**src/rtl/stream_aligner.sv**
```systemverilog
// Handshaked pixel realigner: re-slices a stream of N_PIX-pixel beats so that
// each output beat starts S pixels into the span, with a trailing flush beat.
module stream_aligner #(
  parameter int PIX_W   = 9,
  parameter int N_PIX   = 8,
  parameter int SHIFT_W = $clog2(N_PIX)
) (
  input  logic                   clk_draw,
  input  logic                   rst_draw,
  input  logic                   in_valid,
  output logic                   in_ready,
  input  logic [N_PIX*PIX_W-1:0] in_pixels,
  input  logic [N_PIX-1:0]       in_mask,
  input  logic                   in_first,
  input  logic                   in_last,
  input  logic [SHIFT_W-1:0]     in_shift,
  output logic                   out_valid,
  input  logic                   out_ready,
  output logic [N_PIX*PIX_W-1:0] out_pixels,
  output logic [N_PIX-1:0]       out_mask,
  output logic                   out_last
);

  localparam int BW = N_PIX * PIX_W;

  typedef enum logic [1:0] {
    IDLE  = 2'd0,
    RUN   = 2'd1,
    FLUSH = 2'd2
  } state_t;

  state_t             state_q, state_d;
  logic [SHIFT_W-1:0] shift_q, shift_d;
  logic [BW-1:0]      prev_pix_q, prev_pix_d;
  logic [N_PIX-1:0]   prev_mask_q, prev_mask_d;
  logic               out_valid_q, out_valid_d;
  logic [BW-1:0]      out_pix_q, out_pix_d;
  logic [N_PIX-1:0]   out_mask_q, out_mask_d;
  logic               out_last_q, out_last_d;

  logic [BW-1:0]      cur_pix_s;
  logic [N_PIX-1:0]   cur_mask_s;
  logic [BW-1:0]      win_pix_s;
  logic [N_PIX-1:0]   win_mask_s;
  logic               out_free_s;
  logic               in_ready_s;
  logic               accept_s;
  logic               unused_first_s;

  // Every beat accepted in IDLE opens a span, so in_first carries no extra information.
  assign unused_first_s = in_first;

  // Current half of the window; the flush beat sees an empty current beat.
  always_comb begin
    cur_pix_s  = in_pixels;
    cur_mask_s = in_mask;
    if (state_q == FLUSH) begin
      cur_pix_s  = {BW{1'b0}};
      cur_mask_s = {N_PIX{1'b0}};
    end else begin
      cur_pix_s  = in_pixels;
      cur_mask_s = in_mask;
    end
  end

  assign win_pix_s  = BW'({cur_pix_s, prev_pix_q} >> (shift_q * PIX_W));
  assign win_mask_s = N_PIX'({cur_mask_s, prev_mask_q} >> shift_q);

  assign out_free_s = !out_valid_q || out_ready;
  assign in_ready_s = !rst_draw && (state_q != FLUSH) && out_free_s;
  assign accept_s   = in_valid && in_ready_s;

  // Span FSM and output-register load decisions.
  always_comb begin
    state_d     = state_q;
    shift_d     = shift_q;
    prev_pix_d  = prev_pix_q;
    prev_mask_d = prev_mask_q;
    out_valid_d = out_valid_q && !out_ready;
    out_pix_d   = out_pix_q;
    out_mask_d  = out_mask_q;
    out_last_d  = out_last_q;
    case (state_q)
      IDLE: begin
        if (accept_s) begin
          shift_d = in_shift;
          if (in_shift == {SHIFT_W{1'b0}}) begin
            out_valid_d = 1'b1;
            out_pix_d   = in_pixels;
            out_mask_d  = in_mask;
            out_last_d  = in_last;
            state_d     = in_last ? IDLE : RUN;
          end else begin
            prev_pix_d  = in_pixels;
            prev_mask_d = in_mask;
            state_d     = in_last ? FLUSH : RUN;
          end
        end else begin
          state_d = IDLE;
        end
      end
      RUN: begin
        if (accept_s) begin
          out_valid_d = 1'b1;
          if (shift_q == {SHIFT_W{1'b0}}) begin
            out_pix_d  = in_pixels;
            out_mask_d = in_mask;
            out_last_d = in_last;
            state_d    = in_last ? IDLE : RUN;
          end else begin
            out_pix_d   = win_pix_s;
            out_mask_d  = win_mask_s;
            out_last_d  = 1'b0;
            prev_pix_d  = in_pixels;
            prev_mask_d = in_mask;
            state_d     = in_last ? FLUSH : RUN;
          end
        end else begin
          state_d = RUN;
        end
      end
      FLUSH: begin
        if (out_free_s) begin
          out_valid_d = 1'b1;
          out_pix_d   = win_pix_s;
          out_mask_d  = win_mask_s;
          out_last_d  = 1'b1;
          state_d     = IDLE;
        end else begin
          state_d = FLUSH;
        end
      end
      default: begin
        state_d = IDLE;
      end
    endcase
  end

  // State and output registers; reset discards any span in progress.
  always_ff @(posedge clk_draw or posedge rst_draw) begin
    if (rst_draw) begin
      state_q     <= IDLE;
      shift_q     <= {SHIFT_W{1'b0}};
      prev_pix_q  <= {BW{1'b0}};
      prev_mask_q <= {N_PIX{1'b0}};
      out_valid_q <= 1'b0;
      out_pix_q   <= {BW{1'b0}};
      out_mask_q  <= {N_PIX{1'b0}};
      out_last_q  <= 1'b0;
    end else begin
      state_q     <= state_d;
      shift_q     <= shift_d;
      prev_pix_q  <= prev_pix_d;
      prev_mask_q <= prev_mask_d;
      out_valid_q <= out_valid_d;
      out_pix_q   <= out_pix_d;
      out_mask_q  <= out_mask_d;
      out_last_q  <= out_last_d;
    end
  end

  assign in_ready   = in_ready_s;
  assign out_valid  = out_valid_q;
  assign out_pixels = out_pix_q;
  assign out_mask   = out_mask_q;
  assign out_last   = out_last_q;

endmodule

```
**config.mk**
```make
export PLATFORM = sky130hd
export DESIGN_NAME = stream_aligner
export DESIGN_NICKNAME = d
export VERILOG_FILES = /design/src/rtl/stream_aligner.sv
export SDC_FILE = /design/constraint.sdc
export NUM_CORES = 1
export LEC_CHECK = 0
export ABC_AREA = 1
export CAP_MARGIN = 20
export CORE_ASPECT_RATIO = 1.4
export CORE_MARGIN = 2
export CORE_UTILIZATION = 53
export DETAILED_ROUTE_END_ITERATION = 7
export PLACE_DENSITY = 0.84
export SYNTH_ARGS = -nofsm -noshare
export SYNTH_HDL_FRONTEND = slang
export SYNTH_SLANG_ARGS = --single-unit
```
**constraint.sdc**
```tcl
create_clock -name clk_draw -period 5.1 [get_ports clk_draw]
set_input_delay 0.51 -clock clk_draw [delete_from_list [all_inputs] [get_ports clk_draw]]
set_output_delay 0.51 -clock clk_draw [all_outputs]
set_load 0.03 [all_outputs]
```
==> results.sh, run 1 <==
export IMPL_status="finished clean"
export IMPL_critPathTopFamily="simple AND/OR/NAND/NOR gates"
export IMPL_grt_pass1_vias=17384
export IMPL_rows=73
export IMPL_async_flop_share_pct=100
export IMPL_synth_area_leader_cell="nand3_1"
export IMPL_timing_rr_end="out_pixels[41]"
export IMPL_cts_tree="built"
export IMPL_timing_rr_start="state_q[0]"
export IMPL_grt_max_degree=156
export IMPL_portBuffers=170
export IMPL_yosysTopAreaCellShare_pct=35.5
export IMPL_critPathLaunchType="register"
export IMPL_timing_max_transition_violations_final=0
export IMPL_routed_via_density=6.86
export IMPL_syn_avg_cell_area_um2=6.51
export IMPL_crit_chain="inv_1 -> ha_1 -> inv_4 -> buf_4 -> nand3_1 -> nand3_1 -> nand3_1 -> nand3_1 -> nand3_1 -> nand3_1 -> nand3_1 -> a21oi_1"
export IMPL_start_util_pct=53.9
export IMPL_die_height_um=205
export IMPL_syn_area_mm2=0.0154
export IMPL_layout_drive_gt1_share_pct=5.92
export IMPL_dpl_hpwl_um=52500
export IMPL_min_period_over_period_pct=72.9
export IMPL_drv_cap=0
export IMPL_slew_headroom_pct=16.0
export IMPL_drt_first_pass_iters=6
export IMPL_synth_seq_area_share_pct=27.2
export IMPL_ys_types=33
export IMPL_pin_count=172
export IMPL_p_per_area_mw_per_mm2=930
export IMPL_synth_top_family_by_area="simple AND/OR/NAND/NOR gates"
export IMPL_rsz0062_at_grt="no"
export IMPL_p_leak_nw=7.65
export IMPL_yosys_area_share_simple_pct=47.1
export IMPL_synth_nets=2453
export IMPL_synthAdderAreaFrac_pct=0.326
export IMPL_hold_viol_final=0
export IMPL_hold_end="out_pixels[48]"
export IMPL_cts_root_buf="clkbuf_16"
export IMPL_total_power_w=0.0160
export IMPL_critPathMaxFanout=75
export IMPL_crit_top_cell="nand3_1"
export IMPL_num_vias=18914
export IMPL_grt_pass1_wl_um=108000
export IMPL_cts_buffer_depth=2
export IMPL_min_path_type="reg -> reg"
export IMPL_synth_seq_cells=167
export IMPL_critical_path_class="reg -> reg"
export IMPL_vdd_drop_max_uv=1460
export IMPL_finalSetupTns_ns=0
export IMPL_synth_most_common_cell="nand3_1"
export IMPL_netlist_instances=2360
export IMPL_fin_nets=2462
export IMPL_antenna_left=0
export IMPL_critPathBufInv=3
export IMPL_ys_top_cells_by_area="nand3_1 (35%), dfrtp_1 (27%), nand2_1 (8.4%), a21oi_1 (5.3%), mux2_4 (4.4%)"
export IMPL_synth_warnings=0
export IMPL_end_kind="register"
export IMPL_clock_sinks=167
export IMPL_cp_required_ns=5.49
export IMPL_wl_per_cell_um=26.9
export IMPL_htree_levels=4
export IMPL_routed_wl_um=74000
export IMPL_ff2ff_path_depth=12
export IMPL_gp_congestion=1.02
export IMPL_cp_arrival_ns=4.11
export IMPL_first_iter_violations=2705
export IMPL_areaGrowthSynthToFinish_pct=12.2
export IMPL_min_from="out_pixels[48]"
export IMPL_synth_compound_area_share_pct=10.8
export IMPL_cts_setup_buffers=0
export IMPL_core_area_mm2=0.0285
export IMPL_muxShareOfSynthArea_pct=4.59
export IMPL_clk_pin_slew_ns=0.08
export IMPL_grt_use_total_pct=48.0
export IMPL_final_setup_viol_count=0
export IMPL_synth_xor_area_share_pct=0
export IMPL_tightestPinTransition_ns=1.25
export IMPL_die_width_um=148
export IMPL_cts_resized=0
export IMPL_synthTopCellsByCount="nand3_1 (1089), nand2_1 (342), dfrtp_1 (167), a21oi_1 (164), buf_2 (121)"
export IMPL_die_area_mm2=0.0304
export IMPL_max_clock_freq_mhz=269
export IMPL_whs_path_depth=2
export IMPL_worst_path_max_delay_cell="inv_4"
export IMPL_synth_edff_count=0
export IMPL_layout_min_cycle_time_ns=3.72
export IMPL_antenna_cells=0
export IMPL_clock_latency_ns=0.47
export IMPL_overflow=0
export IMPL_numCtsBuffers=17
export IMPL_drc=0
export IMPL_synth_flop_cell="dfrtp_1"
export IMPL_finClkSkew_ns=0.0113
export IMPL_critPathMaxStageDelay_ns=0.69
export IMPL_r2r_slack_ns=1.38
export IMPL_antenna_found_initial=2
export IMPL_hold_buffers=0
==> placed cells by master (no fill, tap or decap), types with 2 or more instances in the layout <==
cell and n:
inv_6 8, o21ai_2 2, nor2_2 3, nor3_2 2
o22ai_1 2, nand2_1 342, clkinvlp_4 3, inv_2 5
or2_2 8, mux2_4 45, nor2_1 97, dfrtp_1 164
buf_4 23, inv_1 71, o21ai_0 70, buf_12 7
nand2_2 2, nor3_1 2, mux2i_1 3, a21oi_1 164
nand3_1 1089, clkdlybuf4s50_1 170, ha_1 4, nor2_4 2
clkinv_4 2, inv_4 2, a31oi_1 6, clkbuf_16 17
o211ai_1 43, dfrtp_4 3, inv_8 3, o21ai_1 11
==> worst reg2reg max path, delay by kind of cell, from the launching register on <==
family	cells	cell delay, ns
AOI/OAI and AO/OA	1	0.21
adders and majority gates	1	0.45
DFF	1	0.38
and+or+nand+nor	7	1.36
buffers and inverters	3	1.24
==> how the worst max path moves through the flow <==
stage	startpoint	end	cells past startpoint
6_report	state_q[0]	out_pixels[41]	12
5_1_grt	shift_q[0]	out_pixels[2]	10
4_1_cts	state_q[0]	out_pixels[45]	12
3_5_place_dp	state_q[0]	out_pixels[69]	10
3_3_place_gp	state_q[0]	out_pixels[45]	12
2_1_floorplan	rst_draw	out_last	1
==> sequential cells by signal, indices dropped and copies added (netlist names) <==
name / cells
out_last: 1
out_valid: 1
prev_mask_q: 8
shift_q: 3
state_q: 2
prev_pix_q: 72
out_pixels: 72
out_mask: 8
==> routing by layer <==
| layer | GRT usage, % | wire length, µm |
|---|---|---|
| met2 | 73.1 | 32200 |
| met3 | 10.6 | 8990 |
| met4 | 38.2 | 7440 |
| met5 | 0 | 11 |
| met1 | 58.4 | 25400 |
==> cell families (layout without fill, tap and decap cells) <==
kind of cell    after synthesis  in the layout
compound gates              301            301
fa+ha+maj                     4              4
buf+inv                     291            313
flops                       167            167
mux                          48             48
simple gates               1549           1549
==> power breakdown <==
group | switching, W | internal, W | leakage (nW)
Combinational | 0.00821 | 0.00372 | 5.42
Clock | 0.000669 | 0.000659 | 0.273
Sequential | 0.000761 | 0.00200 | 1.96
==> per-stage QoR <==
stage | instances | utilization, % | instance area (µm²) | setup WS (ns) | hold WS [ns]
6_report | 2757 | 60.5 | 17200 | 1.38 | 0.481
4_1_cts | 2757 | 60.5 | 17200 | 1.60 | 0.483
5_1_grt | 2757 | 60.5 | 17200 | 1.36 | 0.515
2_1_floorplan | 2360 | - | 15400 | 0.0716 | 0.453
3_3_place_gp | 2725 | 58.5 | 16700 | 1.72 | 0.461
3_5_place_dp | 2725 | 58.5 | 16700 | 1.65 | 0.464
==> final cells by class <==
class / count / area [µm²]
fillers: 2733 / 11300
multi-input cells: 1902 / 9670
clock inverters: 14 / 134
inverters: 81 / 324
flip-flops and latches: 167 / 4190
clock buffers: 18 / 439
well taps: 375 / 469
repair buffers: 200 / 2010
No activity file was read; power rests on OpenSTA's default activity.
==> inputs of run 2 (changes only) <==
Clock period 5.1 ns to 3.2 ns, I/O delays scaled along.
==> results.sh, run 2 (synthesis results as in run 1) <==
export IMPL_critPathLaunchType="register"
export IMPL_critPathBufInv=3
export IMPL_tightestPinTransition_ns=1.09
export IMPL_endpoint="out_pixels[57]"
export IMPL_layout_min_cycle_time_ns=2.92
export IMPL_cts_root_buf="clkbuf_16"
export IMPL_critPathMaxFanout=51
export IMPL_fin_nets=2494
export IMPL_cts_tree="built"
export IMPL_multi_input_area_mm2=0.00967
export IMPL_end_kind="register"
export IMPL_status="finished clean"
export IMPL_grt_use_total_pct=46.0
export IMPL_die_height_um=205
export IMPL_layout_common_cells="nand3_1 (1089), nand2_1 (342), clkdlybuf4s50_1 (170), a21oi_1 (164), dfrtp_1 (164)"
export IMPL_finalInstanceArea_mm2=0.0177
export IMPL_finClkSkew_ns=0.00759
export IMPL_p_int_w=0.0108
export IMPL_critical_path_class="reg -> reg"
export IMPL_antenna_cells=0
export IMPL_seqCellArea_mm2=0.00419
export IMPL_grt_max_degree=120
export IMPL_cp_arrival_ns=3.30
export IMPL_final_cells=2787
export IMPL_antenna_found_initial=0
export IMPL_fin_util_pct=62.2
export IMPL_crit_chain="inv_1 -> ha_1 -> inv_4 -> buf_12 -> nand3_1 -> nand3_1 -> nand3_1 -> nand3_1 -> nand3_1 -> nand3_1 -> nand3_1 -> a21oi_1"
export IMPL_die_width_um=148
export IMPL_core_area_mm2=0.0285
export IMPL_timing_rr_end="out_pixels[57]"
export IMPL_max_clock_freq_mhz=343
export IMPL_r2r_slack_ns=0.28
export IMPL_timing_max_transition_violations_final=0
export IMPL_cts_resized=0
export IMPL_placed_area_mm2=0.0172
export IMPL_min_period_over_period_pct=91.2
export IMPL_p_per_area_mw_per_mm2=1480
export IMPL_hold_slack_ns=0.144
export IMPL_layout_drive_gt1_share_pct=7.05
export IMPL_clock_sinks=167
export IMPL_grt_pass1_vias=17354
export IMPL_numCtsBuffers=17
export IMPL_p_switching_w=0.0154
export IMPL_drt_first_pass_iters=7
export IMPL_drv_cap=0
export IMPL_vdd_drop_max_uv=1520
export IMPL_clk_pin_slew_ns=0.07
export IMPL_hold_viol_final=0
export IMPL_cp_required_ns=3.58
export IMPL_cts_setup_buffers=0
export IMPL_cts_buffer_depth=2
export IMPL_min_path_type="in -> async"
export IMPL_n_fill_cell=2735
export IMPL_netSwitchingFraction_pct=58.8
export IMPL_slew_headroom_pct=26.6
export IMPL_htree_levels=4
export IMPL_routed_via_density=6.78
export IMPL_num_vias=18901
export IMPL_p_leak_nw=7.91
export IMPL_antenna_left=0
export IMPL_wl_per_cell_um=25.5
export IMPL_worst_path_max_delay_cell="inv_4"
export IMPL_pin_count=172
export IMPL_finalSetupTns_ns=0
export IMPL_start_util_pct=53.9
export IMPL_layout_commonest_cell="nand3_1"
export IMPL_dpl_hpwl_um=54000
export IMPL_gp_congestion=1.10
export IMPL_portBuffers=170
export IMPL_place_inst=2757
export IMPL_grt_pass1_wl_um=104000
export IMPL_critPathTopFamily="simple AND/OR/NAND/NOR gates"
export IMPL_cp_startpoint="state_q[0]"
export IMPL_areaGrowthSynthToFinish_pct=15.5
export IMPL_final_setup_viol_count=0
export IMPL_p_comb_share_pct=76.0
export IMPL_rsz0062_at_grt="no"
export IMPL_crit_top_cell="nand3_1"
export IMPL_ff2ff_path_depth=12
export IMPL_critPathMaxStageDelay_ns=0.45
export IMPL_die_area_mm2=0.0304
export IMPL_first_iter_violations=2872
export IMPL_hold_buffers=0
export IMPL_drc=0
export IMPL_overflow=0
export IMPL_p_clk_share_pct=8.2
export IMPL_timing_rr_start="state_q[0]"
export IMPL_routed_wl_um=70900
export IMPL_path_depth=12
export IMPL_rows=73
export IMPL_pwr_share_seq_pct=15.7
export IMPL_clock_latency_ns=0.46
[run 2: cell count changes in the layout (fill, tap and decap cells not counted), sizes merged]
cell	before	now
clkinvlp	3	2
clkinv	3	2
buf	30	62
clkbuf	18	19
bufinv	0	2
inv	89	86
[run 2: metrics by stage]
stage | setup slack (ns) | total power [W]
floorplan | 0.753 | 0.0170
global placement | 0.490 | 0.0230
detailed placement | 0.368 | 0.0233
CTS | 0.402 | 0.0255
global route | 0.199 | 0.0276
finish | 0.283 | 0.0262
[run 2: worst min path at each step]
stage              startpoint  slack (ns)        endpoint
6_report             rst_draw        0.14      shift_q[0]
5_1_grt              rst_draw        0.18      shift_q[0]
4_1_cts              rst_draw        0.15      shift_q[0]
3_5_place_dp   out_pixels[52]        0.47  out_pixels[52]
3_3_place_gp   out_pixels[56]        0.46  out_pixels[56]
2_1_floorplan     in_shift[0]        0.44      shift_q[0]
[run 2: power groups by stage]
stage | clock [W] | sequential (W) | combinational, W
after detailed placement | 0 | 0.00409 | 0.0192
after global placement | 0 | 0.00405 | 0.0189
after floorplan | 0 | 0.00476 | 0.0123
after CTS | 0.00216 | 0.00408 | 0.0193
final | 0.00216 | 0.00412 | 0.0199
after global routing | 0.00223 | 0.00420 | 0.0212
[run 2: cell type report]
| type | instances | area share (%) |
|---|---|---|
| Clock buffer | 19 | 2.50 |
| Sequential cell | 167 | 23.6 |
| Tap cell | 375 | 2.65 |
| Inverter | 81 | 1.82 |
| Clock inverter | 11 | 0.790 |
| Multi-Input combinational cell | 1902 | 54.5 |
| Timing Repair Buffer | 232 | 14.1 |
[run 2: worst register-to-register path, delay by kind of cell (launching register included)]
family	cells	cell delay, ns
adders and majority gates	1	0.25
DFF	1	0.38
buffers and inverters	3	0.82
AOI/OAI and AO/OA	1	0.19
and+or+nand+nor	7	1.20
[run 2: layer usage]
layer	wire (µm)	GRT usage, %
met5	0	0
met4	7360	38.0
met3	7180	8.78
met2	31400	71.5
met1	25000	55.0
